[src/rtl/frog_game_ctrl.sv]
// frog_game_ctrl: game-level sequencer for the frog datapath.
//   Synchronises the four active-low direction buttons, gates the frog's
//   animate/dead controls and runs the life/respawn/game-over state machine.
//   All state advances only on cycles with i_ani_stb high.
// Ports:
//   i_clk, i_rst_n         clock, async active-low reset
//   i_ani_stb              one-cycle frame strobe
//   i_*_btn                raw buttons (low = pressed)
//   i_collide              frog overlaps a hazard (sampled on strobe)
//   i_frog_y1              frog top edge
//   o_*_btn                synchronised buttons, released outside PLAY
//   o_animate, o_dead      frog controls
//   o_lives, o_score       remaining lives, homes reached (saturating)
//   o_timer                frames remaining in the current life
//   o_state                IDLE=0 PLAY=1 DYING=2 HOME=3 RESPAWN=4 GAMEOVER=5
module frog_game_ctrl #(
  parameter int LIVES          = 3,
  parameter int RESPAWN_FRAMES = 30,
  parameter int TIME_FRAMES    = 1800,
  parameter int GOAL_Y         = 24
) (
  input  logic        i_clk,
  input  logic        i_rst_n,
  input  logic        i_ani_stb,
  input  logic        i_up_btn,
  input  logic        i_down_btn,
  input  logic        i_left_btn,
  input  logic        i_right_btn,
  input  logic        i_collide,
  input  logic [11:0] i_frog_y1,
  output logic        o_up_btn,
  output logic        o_down_btn,
  output logic        o_left_btn,
  output logic        o_right_btn,
  output logic        o_animate,
  output logic        o_dead,
  output logic [1:0]  o_lives,
  output logic [7:0]  o_score,
  output logic [10:0] o_timer,
  output logic [2:0]  o_state
);

  typedef enum logic [2:0] {
    S_IDLE     = 3'd0,
    S_PLAY     = 3'd1,
    S_DYING    = 3'd2,
    S_HOME     = 3'd3,
    S_RESPAWN  = 3'd4,
    S_GAMEOVER = 3'd5
  } state_e;

  localparam logic [1:0]  LIVES_L   = 2'(LIVES);
  localparam logic [5:0]  RESPAWN_L = 6'(RESPAWN_FRAMES);
  localparam logic [10:0] TIME_L    = 11'(TIME_FRAMES);
  localparam logic [11:0] GOAL_L    = 12'(GOAL_Y);

  // ---------------------------------------------------------------------
  // Button synchroniser, order {up, down, left, right}; idle level is 1.
  // ---------------------------------------------------------------------
  logic [3:0] btn_meta_q, btn_sync_q;
  logic       any_btn;

  always_ff @(posedge i_clk or negedge i_rst_n) begin
    if (!i_rst_n) begin
      btn_meta_q <= 4'hF;
      btn_sync_q <= 4'hF;
    end else begin
      btn_meta_q <= {i_up_btn, i_down_btn, i_left_btn, i_right_btn};
      btn_sync_q <= btn_meta_q;
    end
  end

  assign any_btn = ~&btn_sync_q;

  // ---------------------------------------------------------------------
  // State and datapath registers
  // ---------------------------------------------------------------------
  state_e      state_q, state_d;
  logic [1:0]  lives_q, lives_d;
  logic [7:0]  score_q, score_d;
  logic [10:0] timer_q, timer_d;
  logic [5:0]  resp_q,  resp_d;
  // Start is accepted in IDLE only once all buttons were seen released,
  // so the press that leaves GAMEOVER cannot also start a new game.
  logic        armed_q, armed_d;

  always_ff @(posedge i_clk or negedge i_rst_n) begin
    if (!i_rst_n) begin
      state_q <= S_IDLE;
      lives_q <= LIVES_L;
      score_q <= 8'd0;
      timer_q <= TIME_L;
      resp_q  <= 6'd0;
      armed_q <= 1'b1;
    end else begin
      state_q <= state_d;
      lives_q <= lives_d;
      score_q <= score_d;
      timer_q <= timer_d;
      resp_q  <= resp_d;
      armed_q <= armed_d;
    end
  end

  // ---------------------------------------------------------------------
  // Next-state logic
  // ---------------------------------------------------------------------
  always_comb begin
    state_d = state_q;
    lives_d = lives_q;
    score_d = score_q;
    timer_d = timer_q;
    resp_d  = resp_q;
    armed_d = armed_q;
    if (i_ani_stb) begin
      unique case (state_q)
        S_IDLE: begin
          if (!any_btn) begin
            armed_d = 1'b1;
          end else if (armed_q) begin
            state_d = S_PLAY;
            lives_d = LIVES_L;
            score_d = 8'd0;
            timer_d = TIME_L;
          end
        end
        S_PLAY: begin
          timer_d = timer_q - 11'd1;
          // Death beats reaching home on the same strobe.
          if (i_collide || timer_q == 11'd1) begin
            state_d = S_DYING;
            lives_d = lives_q - 2'd1;
          end else if (i_frog_y1 <= GOAL_L) begin
            state_d = S_HOME;
            if (score_q != 8'hFF) score_d = score_q + 8'd1;
          end
        end
        S_DYING, S_HOME: begin
          state_d = S_RESPAWN;
          resp_d  = RESPAWN_L;
        end
        S_RESPAWN: begin
          resp_d = resp_q - 6'd1;
          if (resp_q == 6'd1) begin
            if (lives_q == 2'd0) begin
              state_d = S_GAMEOVER;
            end else begin
              state_d = S_PLAY;
              timer_d = TIME_L;
            end
          end
        end
        S_GAMEOVER: begin
          if (any_btn) begin
            state_d = S_IDLE;
            armed_d = 1'b0;
          end
        end
        default: state_d = S_IDLE;
      endcase
    end
  end

  // ---------------------------------------------------------------------
  // Outputs, decoded from registered state only
  // ---------------------------------------------------------------------
  always_comb begin
    o_animate = 1'b0;
    o_dead    = 1'b0;
    o_up_btn    = 1'b1;
    o_down_btn  = 1'b1;
    o_left_btn  = 1'b1;
    o_right_btn = 1'b1;
    unique case (state_q)
      S_PLAY: begin
        o_animate = 1'b1;
        {o_up_btn, o_down_btn, o_left_btn, o_right_btn} = btn_sync_q;
      end
      // One strobe with animate&&dead sends the frog back to its start.
      S_DYING, S_HOME: begin
        o_animate = 1'b1;
        o_dead    = 1'b1;
      end
      default: ;
    endcase
  end

  assign o_lives = lives_q;
  assign o_score = score_q;
  assign o_timer = timer_q;
  assign o_state = state_q;

endmodule

[config.mk]
export PLATFORM = sky130hd
export DESIGN_NAME = frog_game_ctrl
export DESIGN_NICKNAME = d
export VERILOG_FILES = /design/src/rtl/frog_game_ctrl.sv
export SDC_FILE = /design/constraint.sdc
export NUM_CORES = 1
export LEC_CHECK = 0
export BUFFER_PORTS_ARGS = -buffer_cell sky130_fd_sc_hd__buf_2
export CAP_MARGIN = 25
export CORE_ASPECT_RATIO = 0.75
export CORE_MARGIN = 2
export CORE_UTILIZATION = 35
export CTS_CLUSTER_SIZE = 40
export DETAILED_ROUTE_END_ITERATION = 6
export SLEW_MARGIN = 20
export SYNTH_ARGS = -nofsm -noshare
export SYNTH_HDL_FRONTEND = slang
export SYNTH_SLANG_ARGS = --single-unit
[constraint.sdc]
create_clock -name i_clk -period 2.6 [get_ports i_clk]
set_input_delay 0.13 -clock i_clk [delete_from_list [all_inputs] [get_ports i_clk]]
set_output_delay 0.13 -clock i_clk [all_outputs]
set_load 0.05 [all_outputs]
==> impl_metrics.toml, run 1 <==
[synthesis]
syn_nets = 256
yosysTopAreaCell = "dfrtp_1"
ys_types = 54
async_reset_ff_share_pct = 100
synthAdderAreaFrac_pct = 3.46
ys.flop_type = "dfrtp_1"
ys_warn_count = 0
syn_area_sq_mm = 0.00217
synth_top_area_share_pct = 27.6
synth_mux_area_share_pct = 1.44
synth_simple_gate_area_share_pct = 24.1
synth_compound_area_share_pct = 18.5
synth_edf_count = 0
synth_xor_area_share_pct = 1.61
postSynthCellCount = 230
synth_top_family_by_area = "simple AND/OR/NAND/NOR gates"
synth_area_per_cell_sq_um = 9.44
ys_ff_latch = 39
ys_seq_area_share_pct = 45.8
synthTopCellsByArea = "dfrtp_1, dfstp_2, nand2_1"

[floorplan]
core_sq_mm = 0.00592
rows = 24
io_pins = 50
dieArea_sq_mm = 0.00686
die_h_um = 72.2
die_x_um = 95.0
initial_core_util_pct = 36.7

[sta]
period_share_pct = 79.4
slew_viol_final = 0
tightestPinTransition_ns = 0.878
slew_headroom_pct = 41.5
fin_crit_ns = 2.07
fin_tns_setup_ns = 0
finalHoldViolations = 0
clock.fmax_mhz = 484
setup_violations = 0
grt_setup_unrepaired = "no"
clock_skew_ns = 0.0102

[clock_tree]
cts_tree = "done"
clock_latency_ns = 0.30
cts_resized = 0
h-tree-depth = 2
clk_pin_slew_ns = 0.09
clock_sinks = 39
cts_buffer_depth = 2
cts-root-buf = "clkbuf_8"
cts_made_buffers = 5

[pwr]
p_total_mw = 3.14
powerDensity_mw_per_mm2 = 1180
pwr-share-seq_pct = 31.8
p_leak_nw = 1.17
combPwrFrac_pct = 51.1
irDropWorstVdd_uv = 482
switching_share_pct = 49.6
p_sw_mw = 1.56
p_int_mw = 1.58
pwr-share-clk_pct = 17.1

[layout]
drive_gt1_share_pct = 31.3
nets = 313
layout_commonest_cell = "buf_2"
fin_area_sq_mm = 0.00266
mostFrequentLayoutCells = "buf_2, nand2_1, dfrtp_1"
area_delta_synth_final_pct = 22.6
post-route-util_pct = 45.0
antennaDiodeCount = 0
stdcell_count = 366

[worst_hold_path]
holdPathEnd = "o_state[0]$_DFFE_PN0P_"
hold_path.startpoint = "i_ani_stb"
hold_class = "input pin to flip-flop"
min_path_cells = 2

[grt]
grt-busiest-layer = "met1"
grt_pass1_wl_um = 8830
grt_use_met1_pct = 25.8
grt_max_degree = 40
grt_util_met2_pct = 22.2
grt_pass1_vias = 1744
met3_usage_pct = 3.95
antenna_found_initial = 0
track_usage_pct = 16.5
grt_overflow_total = 0

[detailed_routing]
postRouteAntennaNets = 0
routedWlPerCell_um = 14.2
via_count = 1882
route.detailed.drc = 0
first_iter_violations = 107
first_pass_iters = 4
wl_um = 5200
routed_via_density = 5.14

[worst_setup_path]
r2r-start = "o_timer[0]$_DFFE_PN0P_"
r2r_slack_ns = 0.53
startpoint = "o_timer[0]$_DFFE_PN0P_"
cp-end-kind = "flip-flop"
required_ns = 2.78
worstReg2RegEnd = "o_score[2]$_DFFE_PN0P_"
path_max_fanout = 8
critical_path_class = "flip-flop to flip-flop"
reg2reg_depth = 6
start_kind = "flip-flop"
cp_data_arrival_time_ns = 2.24

[job]
max_cap_violations = 0

[place]
hpwl_um = 3690
port_buffers = 49
routabilityCongestion = 0.777
dp_cells = 353
placed_cell_area_sq_mm = 0.00250

[outcome]
status = "completed"
[logic make-up after synthesis]
group                    after synthesis
multiplexers                           3
buffers and inverters                 22
AO/OA/AOI/OAI                         56
XOR/XNOR                               4
flip-flops                            39
AND/OR/NAND/NOR                      100
adder cells (fa/ha/maj)                6
[power by group through the flow]
stage / registers [mW] / logic, mW / clock network [mW]
finish: 0.998 / 1.60 / 0.535
global route: 1.03 / 1.75 / 0.575
CTS: 0.996 / 1.61 / 0.549
detailed placement: 1.00 / 1.60 / 0
global placement: 1.00 / 1.60 / 0
floorplan: 1.33 / 0.892 / 0
[worst max-delay path by stage]
stage                             end  depth (start not counted)  slack [ns]
4_1_cts        o_score[2]$_DFFE_PN0P_                          7        0.53
3_3_place_gp   o_score[2]$_DFFE_PN0P_                          7        0.57
5_1_grt        o_timer[6]$_DFFE_PN0P_                          5        0.30
6_report       o_score[2]$_DFFE_PN0P_                          6        0.53
2_1_floorplan   resp_q[5]$_DFFE_PN0P_                          6        0.02
3_5_place_dp   o_score[3]$_DFFE_PN0P_                          7        0.55
[flip-flops by register name (all words and copies together), names as in the netlist]
name	flops
o_state	3
armed_q	1
btn_sync_q	4
o_timer	11
resp_q	6
btn_meta_q	4
o_score	8
o_lives	2
[stage by stage]
step	worst slack, ns	hold slack, ns
4_1_cts	0.534	0.219
3_3_place_gp	0.571	0.235
6_report	0.535	0.229
2_1_floorplan	0.0232	-0.166
5_1_grt	0.304	0.239
3_5_place_dp	0.553	0.237
[critical path: stages (launching register included)]
cell and delay, ns:
dfrtp_1 0.44, ha_1 0.21, and2b_1 0.16, a41o_4 0.32, or4b_1 0.52, a31oi_1 0.19, o22ai_1 0.10
[area by class of cell]
type	instances	area, sq um
Clock buffer	6	82.6
Clock inverter	2	35.0
Fill cell	590	3250
Inverter	12	45.0
Multi-Input combinational cell	169	1070
Sequential cell	39	995
Tap cell	78	97.6
Timing Repair Buffer	60	340
[synth_stat cells, types with 2 or more instances]
cell and n:
o21ai_0 19, a31o_2 2, nor3_1 8, inv_1 12
o22ai_1 3, nand2b_1 4, o41ai_1 2, a211o_1 3
nor4_1 6, dfstp_2 15, xnor2_1 4, o31ai_1 5
nand3_1 9, nor3_2 2, or3_1 4, dfrtp_1 24
nand2_1 31, mux2i_1 2, a31oi_1 3, buf_2 4
nor2_1 18, and2b_2 2, nand4_1 4, o211ai_1 2
a21oi_1 5, ha_1 6, clkbuf_1 3, nor2b_1 2
[routing by layer]
layer  vias up  wire, um
met4         0        65
met1       873      2780
met3         8       263
met5         -         0
li1        948         -
met2        53      2090
[what timing repair did]
action                                 4_1_cts  5_1_grt
hold buffers                                 5        0
setup buffers                                0        0
endpoints found under the hold margin       27        0
Note: power is estimated with default switching activity, not from simulation.
==> inputs of run 2 (changes only) <==
--- a/config.mk
+++ b/config.mk
@@ -5,6 +5,7 @@
 export SDC_FILE = /design/constraint.sdc
 export NUM_CORES = 1
 export LEC_CHECK = 0
+export ABC_AREA = 1
 export BUFFER_PORTS_ARGS = -buffer_cell sky130_fd_sc_hd__buf_2
 export CAP_MARGIN = 25
 export CORE_ASPECT_RATIO = 0.75
==> constraint.sdc (replaced) <==
create_clock -name i_clk -period 1.8 [get_ports i_clk]
set_input_delay 0.09 -clock i_clk [delete_from_list [all_inputs] [get_ports i_clk]]
set_output_delay 0.09 -clock i_clk [all_outputs]
set_load 0.05 [all_outputs]
==> run 2 against run 1 <==
Area after synthesis rose by 7.8%. Die area increased by 7.4%. Final cell count rose by 23%. Largest power group unchanged. Sequential power is 43% higher. Power increased by 66%. Flip-flop and latch count did not move. Clock power up 11%. Synthesized cell count increased by 30%. Non-clock buffer count is 6 higher. Final area is 9.3% higher. First-iteration DRC count is 9.3% lower.
==> impl_metrics.toml, run 2 <==
[clock_tree]
clock_latency_ns = 0.29
clk_pin_slew_ns = 0.08
cts_made_buffers = 5
cts_buffer_depth = 2
clock_sinks = 39
cts_tree = "done"
h-tree-depth = 2
cts-root-buf = "clkbuf_8"

[grt]
grt_pass1_vias = 1932
met3_usage_pct = 3.34
track_usage_pct = 15.0
grt_pass1_wl_um = 8910
grt_util_met2_pct = 23.2
grt-busiest-layer = "met2"
grt_use_met1_pct = 21.6
antenna_found_initial = 0
grt_overflow_total = 0
grt_max_degree = 40

[detailed_routing]
routed_via_density = 4.55
postRouteAntennaNets = 0
routedWlPerCell_um = 11.5
via_count = 2052
first_pass_iters = 4
wl_um = 5170
first_iter_violations = 97
route.detailed.drc = 0

[worst_hold_path]
holdPathEnd = "armed_q$_DFFE_PN1P_"
min_path_cells = 3
hold_class = "input pin to flip-flop"
hold_path.startpoint = "i_ani_stb"

[synthesis]
synth_top_area_share_pct = 25.7
async_reset_ff_share_pct = 100
ys_warn_count = 0
yosysTopAreaCell = "dfrtp_1"
synth_area_per_cell_sq_um = 7.83
ys_ff_latch = 39
synth_edf_count = 0
synth_common_cells = "nand2_1, nor2_1, nand3_1, dfrtp_1, inv_1"
synthTopCellsByArea = "dfrtp_1, dfstp_2, nand2_1"
postSynthCellCount = 299
ys_seq_area_share_pct = 42.5
syn_nets = 325
ys.flop_type = "dfrtp_1"
yosysMostFrequentCell = "nand2_1"
syn_area_sq_mm = 0.00234
ys_types = 34

[pwr]
p_sw_mw = 2.77
p_leak_nw = 1.47
powerDensity_mw_per_mm2 = 1790
irDropWorstVdd_uv = 753
p_int_mw = 2.44
switching_share_pct = 53.1
combPwrFrac_pct = 61.0
pwr-share-seq_pct = 27.5
p_total_mw = 5.20
pwr-share-clk_pct = 11.4

[layout]
largest_reg_flops = 11
antennaDiodeCount = 0
area_delta_synth_final_pct = 24.4
fillers = 645
mostFrequentLayoutCells = "nand2_1, buf_2, nor2_1"
drive_gt1_share_pct = 32.2
layout_commonest_cell = "nand2_1"
nets = 395
stdcell_count = 451
fin_area_sq_mm = 0.00291

[worst_setup_path]
critical_path_class = "flip-flop to output port"
start_kind = "flip-flop"
path_max_fanout = 17
r2r-start = "o_lives[0]$_DFFE_PN1P_"
required_ns = 1.71
cp_data_arrival_time_ns = 1.65
worstReg2RegEnd = "o_timer[10]$_DFFE_PN1P_"
reg2reg_depth = 8
cp-end-kind = "output port"
r2r_slack_ns = 0.12

[floorplan]
die_x_um = 98.4
initial_core_util_pct = 36.7
rows = 25
io_pins = 50
die_h_um = 74.8
core_sq_mm = 0.00638
dieArea_sq_mm = 0.00737

[sta]
clock.fmax_mhz = 576
period_share_pct = 96.4
fin_crit_ns = 1.74
setup_violations = 0
slew_viol_final = 0
clock_skew_ns = 0.00951
tightestPinTransition_ns = 0.494
slew_headroom_pct = 67.1
finalHoldViolations = 0

[outcome]
status = "completed"

[job]
max_cap_violations = 0

[place]
hpwl_um = 3880
placed_cell_area_sq_mm = 0.00272
dp_cells = 434
port_buffers = 49
routabilityCongestion = 0.867
run 2: changes by cell type in the layout (fill, tap and decap cells not counted), sizes merged, moves of 6 or more:
cell,change
nor4,-6
nand2,+72
nand3,+22
xor2,+7
nor2,+30
o31ai,-7
inv,+16
nor3,-8
o21ai,-10
buf,+6
run 2: power by group through the flow:
stage	Combinational (mW)	Sequential [mW]	Clock, mW
finish	3.18	1.43	0.595
global route	3.47	1.48	0.652
CTS	3.14	1.44	0.617
detailed placement	3.08	1.45	0
global placement	3.05	1.44	0
floorplan	1.77	2.07	0
run 2: layout make-up:
type | instances | area [sq um] | share of cell area (%)
Clock inverter | 3 | 20.0 | 0.687
Timing Repair Buffer | 66 | 397 | 13.6
Clock buffer | 5 | 68.8 | 2.36
Multi-Input combinational cell | 228 | 1220 | 41.8
Sequential cell | 39 | 996 | 34.2
Inverter | 29 | 114 | 3.91
Tap cell | 81 | 101 | 3.48
run 2: per-layer routing:
layer	share of wire, %	routed length [um]	vias up
li1	-	-	1073
met1	51	2630	928
met2	43	2230	49
met3	5.5	286	2
met4	0.46	24	0
met5	0	0	-
run 2: critical path, cell delays in order (launching register included):
cell and delay [ns]:
dfrtp_2 0.44, nor2_4 0.14, inv_2 0.08, nor2_8 0.15
inv_6 0.09, or2_2 0.28, buf_4 0.19
run 2: logic make-up after synthesis:
family | synth area share [%]
compound gates | 5.13
buf+inv | 6.20
simple gates | 38.5
fa+ha+maj | 3.21
flops | 42.5
xor+xnor | 4.49
run 2: timing repair:
item                                   4_1_cts  5_1_grt
setup buffers                                1        3
hold buffers                                 5        0
endpoints found under the hold margin       28        0
pin swaps                                    1        1
gates resized for setup                      5        2
setup endpoints to repair                    4        5
run 2: worst max path at each step:
| stage | startpoint | to | slack (ns) | cells past startpoint |
|---|---|---|---|---|
| after floorplan | o_state[2]$_DFFE_PN0P_ | o_left_btn | 0.009 | 6 |
| after global placement | o_lives[0]$_DFFE_PN1P_ | o_timer[7]$_DFFE_PN0P_ | 0.18 | 8 |
| after detailed placement | o_lives[0]$_DFFE_PN1P_ | o_timer[10]$_DFFE_PN1P_ | 0.14 | 8 |
| after CTS | o_state[1]$_DFFE_PN0P_ | o_up_btn | 0.004 | 6 |
| after global routing | o_state[1]$_DFFE_PN0P_ | o_right_btn | -0.007 | 6 |
| final | o_state[1]$_DFFE_PN0P_ | o_right_btn | 0.06 | 6 |
run 2: through the flow:
step | setup WS [ns] | TNS, ns | hold WS (ns) | utilization [%]
after CTS | 0.00425 | 0 | 0.104 | 45.2
after detailed placement | 0.139 | 0 | 0.176 | 42.7
after global placement | 0.182 | 0 | 0.179 | 42.7
after global routing | -0.00707 | -0.00707 | 0.155 | 45.6
final | 0.0642 | 0 | 0.109 | 45.6
after floorplan | 0.00937 | 0 | -0.206 | -
==> inputs of run 3 (changes only) <==
--- a/config.mk
+++ b/config.mk
@@ -10,9 +10,10 @@
 export CAP_MARGIN = 25
 export CORE_ASPECT_RATIO = 0.75
 export CORE_MARGIN = 2
-export CORE_UTILIZATION = 35
+export CORE_UTILIZATION = 45
 export CTS_CLUSTER_SIZE = 40
 export DETAILED_ROUTE_END_ITERATION = 6
+export PLACE_DENSITY = 0.71
 export SLEW_MARGIN = 20
 export SYNTH_ARGS = -nofsm -noshare
 export SYNTH_HDL_FRONTEND = slang
==> run 3 against run 2 <==
Global-route usage up 4.1 points. Power down 0.26%. Via count rose by 1.8%. Routed wire length decreased by 0.60%. Flip-flop and latch count is the same. Fmax rose by 2.2%. Final cell count is 5.3% lower. Utilization rose by 12 points. Worst setup slack better by 0.037 ns. Clock skew fell by 0.0045 ns. Sequential share of layout area increased by 0.58 points. Critical endpoint unchanged. Final area is 1.5% lower.
==> impl_metrics.toml, run 3 (synthesis results as in run 2) <==
[floorplan]
core_sq_mm = 0.00495
initial_core_util_pct = 47.2
die_h_um = 66.5
rows = 22
io_pins = 50
die_x_um = 87.3
dieArea_sq_mm = 0.00580

[sta]
slew_viol_final = 0
setup_violations = 0
slew_headroom_pct = 58.5
clock_skew_ns = 0.00503
finalHoldViolations = 0
setup_ws_ns = 0.101
fin_crit_ns = 1.70
tightestPinTransition_ns = 0.622
grt_setup_unrepaired = "no"
period_share_pct = 94.4
clock.fmax_mhz = 589
fin_tns_setup_ns = 0

[worst_setup_path]
path_cells = "nor2_4, inv_2, nor2_8, inv_4, or2_2, buf_4"
reg2reg_depth = 8
slowest_stage = "dfrtp_2"
r2r_slack_ns = 0.16
max_stage_delay_ns = 0.44
worstReg2RegEnd = "o_timer[10]$_DFFE_PN1P_"
critical_path_class = "flip-flop to output port"
cp_num_buf_inv = 3
path_max_fanout = 17
cp-end-kind = "output port"
path_delay_family = "simple AND/OR/NAND/NOR gates"
start_kind = "flip-flop"
cp_data_arrival_time_ns = 1.61
required_ns = 1.71
worstSetupPathDepth = 6
r2r-start = "o_lives[0]$_DFFE_PN1P_"

[grt]
antenna_found_initial = 0
met3_usage_pct = 4.71
grt_use_met1_pct = 26.3
grt_max_degree = 29
grt_pass1_wl_um = 8650
grt_overflow_total = 0
grt-busiest-layer = "met2"
track_usage_pct = 19.1
grt_pass1_vias = 1881
grt_util_met2_pct = 30.6

[layout]
drive_gt1_share_pct = 31.3
area_delta_synth_final_pct = 22.5
mostFrequentLayoutCells = "nand2_1, buf_2, nor2_1"
nets = 392
antennaDiodeCount = 0
seq_area_sq_um = 997
fin_area_sq_mm = 0.00287
multi_input_comb_area_sq_mm = 0.00121
layout_commonest_cell = "nand2_1"
fillers = 482
largest_reg_flops = 11

[pwr]
irDropWorstVdd_uv = 773
p_leak_nw = 1.47
powerDensity_mw_per_mm2 = 1810
p_total_mw = 5.19

[worst_hold_path]
min_path_cells = 3
hold_class = "input pin to flip-flop"
hold_path.startpoint = "i_ani_stb"
holdPathEnd = "armed_q$_DFFE_PN1P_"

[place]
port_buffers = 49
place_ws_ns = 0.149
routabilityCongestion = 0.845
placed_cell_area_sq_mm = 0.00269
hpwl_um = 3810

[clock_tree]
cts_made_buffers = 5
clk_pin_slew_ns = 0.07
cts_buffer_depth = 2
clock_latency_ns = 0.29
clock_sinks = 39
cts-root-buf = "clkbuf_8"
cts_tree = "done"
h-tree-depth = 2

[detailed_routing]
first_iter_violations = 81
route.detailed.drc = 0
routedWlPerCell_um = 12.0
wl_um = 5140
routed_via_density = 4.89
first_pass_iters = 4
via_count = 2089
postRouteAntennaNets = 0

[job]
max_cap_violations = 0

[outcome]
status = "completed"
run 3: what timing repair did:
| item | CTS | global route |
|---|---|---|
| hold endpoints to repair | 16 | 0 |
| cloned | 0 | 0 |
| buffers inserted | 1 | 1 |
| hold buffers | 5 | 0 |
| pin swaps | 0 | 1 |
| setup endpoints to repair | 4 | 4 |
| resized for setup | 2 | 6 |
run 3: cell type report:
class                      instances  share of cell area (%)
multi-input combinational        228                    42.3
sequential                        39                    34.8
clock buffer                       8                    3.49
tap                               60                    2.62
inverter                          29                    3.88
timing repair buffer              63                    12.9
run 3: metal layers:
metal / vias to the layer above / wire length (um)
li1: 1079 / -
met1: 959 / 2560
met2: 45 / 2300
met3: 6 / 242
met4: 0 / 34
met5: - / 0
run 3: power breakdown:
part           switching, mW  leakage, nW  internal (mW)
sequential             0.265        0.462           1.20
combinational           2.15        0.951          0.914
clock                  0.310       0.0515          0.350
total                   2.73         1.47           2.46
run 3: worst max path at each step:
stage                     slack, ns                 endpoint              startpoint
after floorplan               0.009               o_left_btn  o_state[2]$_DFFE_PN0P_
after global placement         0.16   o_timer[7]$_DFFE_PN0P_  o_lives[0]$_DFFE_PN1P_
after detailed placement       0.15  o_timer[10]$_DFFE_PN1P_  o_lives[0]$_DFFE_PN1P_
after CTS                      0.03               o_left_btn  o_state[2]$_DFFE_PN0P_
after global routing          0.002  o_timer[10]$_DFFE_PN1P_  o_lives[0]$_DFFE_PN1P_
final                          0.10              o_right_btn  o_state[1]$_DFFE_PN0P_
run 3: worst register-to-register path: stages, from the launching register on:
cell,delay (ns)
dfstp_2,0.55
inv_1,0.05
ha_1,0.21
nor2_1,0.11
nor2_1,0.04
nand3b_4,0.21
inv_2,0.25
nand2_1,0.10
o21ai_2,0.06
run 3: stage by stage:
stage          cells  utilization, %  hold WS, ns
2_1_floorplan    299               -       -0.206
3_3_place_gp     412            54.3        0.139
3_5_place_dp     412            54.3        0.145
4_1_cts          426            57.6        0.102
5_1_grt          427            57.9        0.119
6_report         427            57.9        0.110
